`config.mk`:
```
export PLATFORM = sky130hd
export DESIGN_NAME = instr_encoder
export DESIGN_NICKNAME = d
export VERILOG_FILES = /design/src/rtl/instr_encoder.sv
export SDC_FILE = /design/constraint.sdc
export NUM_CORES = 1
export LEC_CHECK = 0
export ABC_AREA = 1
export CORE_MARGIN = 1
export CORE_UTILIZATION = 45
export DETAILED_ROUTE_END_ITERATION = 8
export PLACE_DENSITY = 0.68
export SYNTH_ARGS = -nofsm -noshare
export SYNTH_HDL_FRONTEND = slang
export SYNTH_SLANG_ARGS = --single-unit
```
`constraint.sdc`:
```
create_clock -name clk -period 3 [get_ports clk]
set_input_delay 0.3 -clock clk [delete_from_list [all_inputs] [get_ports clk]]
set_output_delay 0.3 -clock clk [all_outputs]
set_load 0.005 [all_outputs]
```
`src/rtl/instr_encoder.sv`:
```
// RV32 R/I-type instruction encoder feeding a DEPTH-word output FIFO (latency 1, no bypass).
// Optional MUL encoding is enabled by defining INSTR_ENCODER_MUL_EN; otherwise op 2 is illegal.
module instr_encoder #(
   parameter int DEPTH = 4
) (
   input  logic                     clk,
   input  logic                     rst_n,
   input  logic                     in_valid,
   output logic                     in_ready,
   input  logic [3:0]               in_op,
   input  logic [4:0]               in_rd,
   input  logic [4:0]               in_rs1,
   input  logic [4:0]               in_rs2,
   input  logic [11:0]              in_imm,
   output logic                     out_valid,
   input  logic                     out_ready,
   output logic [31:0]              out_code,
   output logic                     illegal,
   output logic [$clog2(DEPTH):0]   count
);
   localparam int PW = $clog2(DEPTH);
   localparam int CW = PW + 1;
   localparam logic [CW-1:0] DEPTH_C = CW'(DEPTH);

   logic [31:0]   r_mem [DEPTH];
   logic [PW-1:0] r_wptr, r_rptr;
   logic [CW-1:0] r_count;
   logic          r_illegal;

   logic          w_legal, w_rtype, w_acc, w_push, w_pop;
   logic [2:0]    w_f3;
   logic [6:0]    w_f7;
   logic [31:0]   w_code;

   always_comb begin
      w_legal = 1'b1;
      w_rtype = 1'b1;
      w_f3    = 3'b000;
      w_f7    = 7'b0000000;
      case (in_op)
         4'd0:  ;
         4'd1:  w_f7 = 7'b0100000;
`ifdef INSTR_ENCODER_MUL_EN
         4'd2:  w_f7 = 7'b0000001;
`endif
         4'd3:  w_f3 = 3'b111;
         4'd4:  w_f3 = 3'b110;
         4'd5:  w_f3 = 3'b100;
         4'd6:  w_f3 = 3'b010;
         4'd7:  w_f3 = 3'b011;
         4'd8:  w_f3 = 3'b001;
         4'd9:  w_f3 = 3'b101;
         4'd10: begin w_f3 = 3'b101; w_f7 = 7'b0100000; end
         4'd11: w_rtype = 1'b0;
         4'd12: begin w_rtype = 1'b0; w_f3 = 3'b111; end
         4'd13: begin w_rtype = 1'b0; w_f3 = 3'b110; end
         4'd14: begin w_rtype = 1'b0; w_f3 = 3'b100; end
         default: w_legal = 1'b0;
      endcase
      w_code = w_rtype ? {w_f7, in_rs2, in_rs1, w_f3, in_rd, 7'b0110011}
                       : {in_imm, in_rs1, w_f3, in_rd, 7'b0010011};
   end

   // rst_n gating holds in_ready low for the whole reset assertion
   assign in_ready  = rst_n & (r_count < DEPTH_C);
   assign out_valid = (r_count != '0);
   assign out_code  = out_valid ? r_mem[r_rptr] : 32'h0;
   assign illegal   = r_illegal;
   assign count     = r_count;

   assign w_acc  = in_valid & in_ready;
   assign w_push = w_acc & w_legal;
   assign w_pop  = out_valid & out_ready;

   always_ff @(posedge clk) begin
      if (w_push) r_mem[r_wptr] <= w_code;
   end

   always_ff @(posedge clk or negedge rst_n) begin
      if (!rst_n) begin
         r_wptr    <= '0;
         r_rptr    <= '0;
         r_count   <= '0;
         r_illegal <= 1'b0;
      end else begin
         r_illegal <= w_acc & ~w_legal;
         if (w_push) r_wptr <= r_wptr + PW'(1);
         if (w_pop)  r_rptr <= r_rptr + PW'(1);
         case ({w_push, w_pop})
            2'b10:   r_count <= r_count + CW'(1);
            2'b01:   r_count <= r_count - CW'(1);
            default: r_count <= r_count;
         endcase
      end
   end
endmodule

```
==> impl_results.md <==
* Status: finished, final reports clean
* Util after Layout at 0.569
* Sw Ratio at 0.351
* First-pass GRT wire length at 15600 um
* DRT antenna net count at 0
* Pre-CTS setup slack at 0.370 ns
* Syn_area_per_cell at 10.8 sq um
* Worst-path clk slew at 0.10 ns
* Placed Cells at 643
* I/O pin count at 73
* Final hold violations at 0
* FFs w/ async S/R, synth at 0.0714
* CTS tree: built
* Synth Area in XOR/XNOR at 0.00712
* RSZ-0062 raised after global routing: false
* Starting Density at 0.471
* Post-place instance area at 5760 sq um
* CTS Hold Buffers Added at 0
* Post-synth EDFFs at 104
* FF+latch count, synth at 112
* Max IR drop VDD at 0.562 mV
* Post-route worst setup slack at 0.262 ns
* Diodes inserted at 0
* Yosys warns at 0
* Row Count at 37
* GP Congestion at 0.768
* Setup violations, final at 0
* Core area at 10500 sq um
* Clock Latency Late Sink at 0.37 ns
* Synth Instances at 455
* Area Growth Syn to Fin at 20.9%
* Vias in the first global route at 3133
* Vias per cell at 4.84
* Deepest clock path buffer count at 2
* First DRT Iteration DRCs at 211
* Distinct cell type count after synthesis at 31
* Clock skew at 0.0124 ns
* Top_reg_cell synth: edfxtp_1
* Lkg Pwr at 2.27 nW
* Synth Area in Compound Gates at 0.0643
* Hold Slack at 0.230 ns
* Post-CTS Resized at 0
* Die Y at 107 um
* Final Cell Area at 5950 sq um
* Post-Synthesis Cell Area at 4920 sq um
* Sequential share of the synthesized area at 0.675
* Pint at 3.13 mW
* Nets at 559
* Share of cells above drive strength 1 at 0.0918
* Port Buf Inserts at 69
* DRC viols at 0
* Die Wd at 107 um
* Main combinational cell family by area after synthesis: simple AND/OR/NAND/NOR gates
* Final setup TNS at 0 ns
* FILL cells at 909
* TritonCTS Sinks at 112
* GRT overflow at 0
* Power, Total at 4.83 mW
* Root buffer cell: clkbuf_8
* Sequential share of power at 0.396
* Die footprint at 11400 sq um
* Largest net degree at the start of global routing at 54
* Total GRT Usage at 0.180
* Critical Path RT at 2.70 ns
* Crit Path Max Fanout at 40
* Sw Pwr at 1.70 mW
* Cts bufs inserted at 9
* Kind of end point of the critical path: output pin
* WL/cell at 14.6 um
* FMAX at 365 MHz
* Post-Route WL at 9610 um
* Worst hold path type: in -> async
* Post-CTS setup repair buffer count at 0
* Synth Area in Adders at 0.0168
* Slew Viols, Final at 0
* Power Density at 811 nW/um^2
* Worst Reg-to-Reg Cells at 11
* Max_cap viols at 0
* Startpoint types: flip-flop
* Slew Limit Headroom at 0.502
* Initial antenna violation count at 1
* CP arrival at 2.44 ns
* Crit share post-route at 0.913
* Mux contribution to synthesized area at 0
* Final min period at 2.74 ns
* Post-Layout Cell Count at 659
* Combinational share of power at 0.430
* Vias at 3189
* Clock network fraction of total power at 0.174
* TritonRoute pass-1 iters at 4
* Worst Setup Path Type: reg -> out
* DP Wirelength at 5900 um
* Synth Area in Simple Gates at 0.180
* # H-tree levels at 3
* Tightest Pin Transition at 0.746 ns
kinds of logic (layout without fill, tap and decap cells):
logic type,Yosys count,in the layout
fa+ha+maj,6,6
other cells,1,3
simple gates,214,214
xor+xnor,4,4
buf+inv,56,122
flops,112,112
compound gates,62,62
synthesized netlist by cell type, types with 2 or more instances:
cell | number | share of area
buf_2 | 10 | 0.010
nor2_2 | 6 | 0.0076
inv_1 | 26 | 0.020
nand2_2 | 4 | 0.0051
ha_1 | 5 | 0.013
dfrtp_1 | 8 | 0.041
nand3_1 | 2 | 0.0020
clkbuf_1 | 5 | 0.0038
nand2_1 | 130 | 0.099
xor2_1 | 2 | 0.0036
xnor2_1 | 2 | 0.0036
nor2_1 | 62 | 0.047
buf_4 | 9 | 0.014
nand3_2 | 2 | 0.0041
a21oi_1 | 26 | 0.026
o21ai_1 | 10 | 0.010
nand4_1 | 3 | 0.0038
inv_2 | 2 | 0.0015
edfxtp_1 | 104 | 0.63
nand2_4 | 4 | 0.0091
o21ai_0 | 23 | 0.023
path summary, 6_finish.rpt:
kind,slack [ns],start,end
min in group clk,0.52,count[0],count[0]
setup / recovery,0.26,r_rptr[1],out_code[10]
hold reg to reg,0.52,count[0],count[0]
setup reg to reg,0.84,count[2],count[2]
hold / removal,0.23,rst_n,count[1]
max in group asynchronous,2.62,rst_n,r_rptr[0]
sequential cells by signal, summed over array words and instances (netlist names):
| name | flops |
|---|---|
| count | 3 |
| r_wptr | 2 |
| r_rptr | 2 |
| illegal | 1 |
| r_mem | 104 |
power groups by stage:
stage | Clock, mW | Sequential (mW) | Combinational [mW]
global route | 0.913 | 1.92 | 2.34
detailed placement | 0 | 1.94 | 2.09
finish | 0.840 | 1.91 | 2.08
CTS | 0.852 | 1.91 | 2.11
floorplan | 0 | 1.93 | 1.16
global placement | 0 | 1.94 | 2.06
final cells by class:
| type | count | area (sq um) | area share |
|---|---|---|---|
| multi-input combinational | 289 | 1360 | 0.228 |
| timing repair buffer | 76 | 793 | 0.133 |
| clock buffer | 9 | 124 | 0.0208 |
| tap | 136 | 170 | 0.0286 |
| clock inverter | 7 | 65.1 | 0.0109 |
| inverter | 30 | 116 | 0.0195 |
| sequential | 112 | 3320 | 0.558 |
routing by layer:
metal	part of all wire	up-vias	global-route usage
met5	0	-	0
met4	0.012	0	0.0616
met3	0.057	8	0.0310
met2	0.49	93	0.307
met1	0.44	1468	0.231
li1	-	1620	-
cell usage in the layout, fill, tap and decap left out, types with 2 or more instances in the layout:
cell type / n
nand4_1: 3
edfxtp_1: 104
inv_1: 26
nand2_2: 4
nand2_4: 4
nor2_4: 4
nand2_1: 130
clkbuf_8: 9
nor2_2: 6
conb_1: 3
o21ai_1: 10
ha_1: 5
buf_12: 4
xor2_1: 2
clkdlybuf4s50_1: 69
dfrtp_1: 7
clkinvlp_4: 3
o21ai_0: 23
buf_4: 3
inv_2: 2
nor2_1: 58
nand3_1: 2
a21oi_1: 26
inv_6: 2
nand3_2: 2
xnor2_1: 2
worst max-delay path, cell delays in order, from the launching register on:
cell and delay (ns):
dfrtp_1 0.43, inv_2 0.54, buf_4 0.32, nor2_1 0.07, o21ai_0 0.08, a21oi_1 0.14, clkdlybuf4s50_1 0.49
Power figures use the tool's default switching activity.
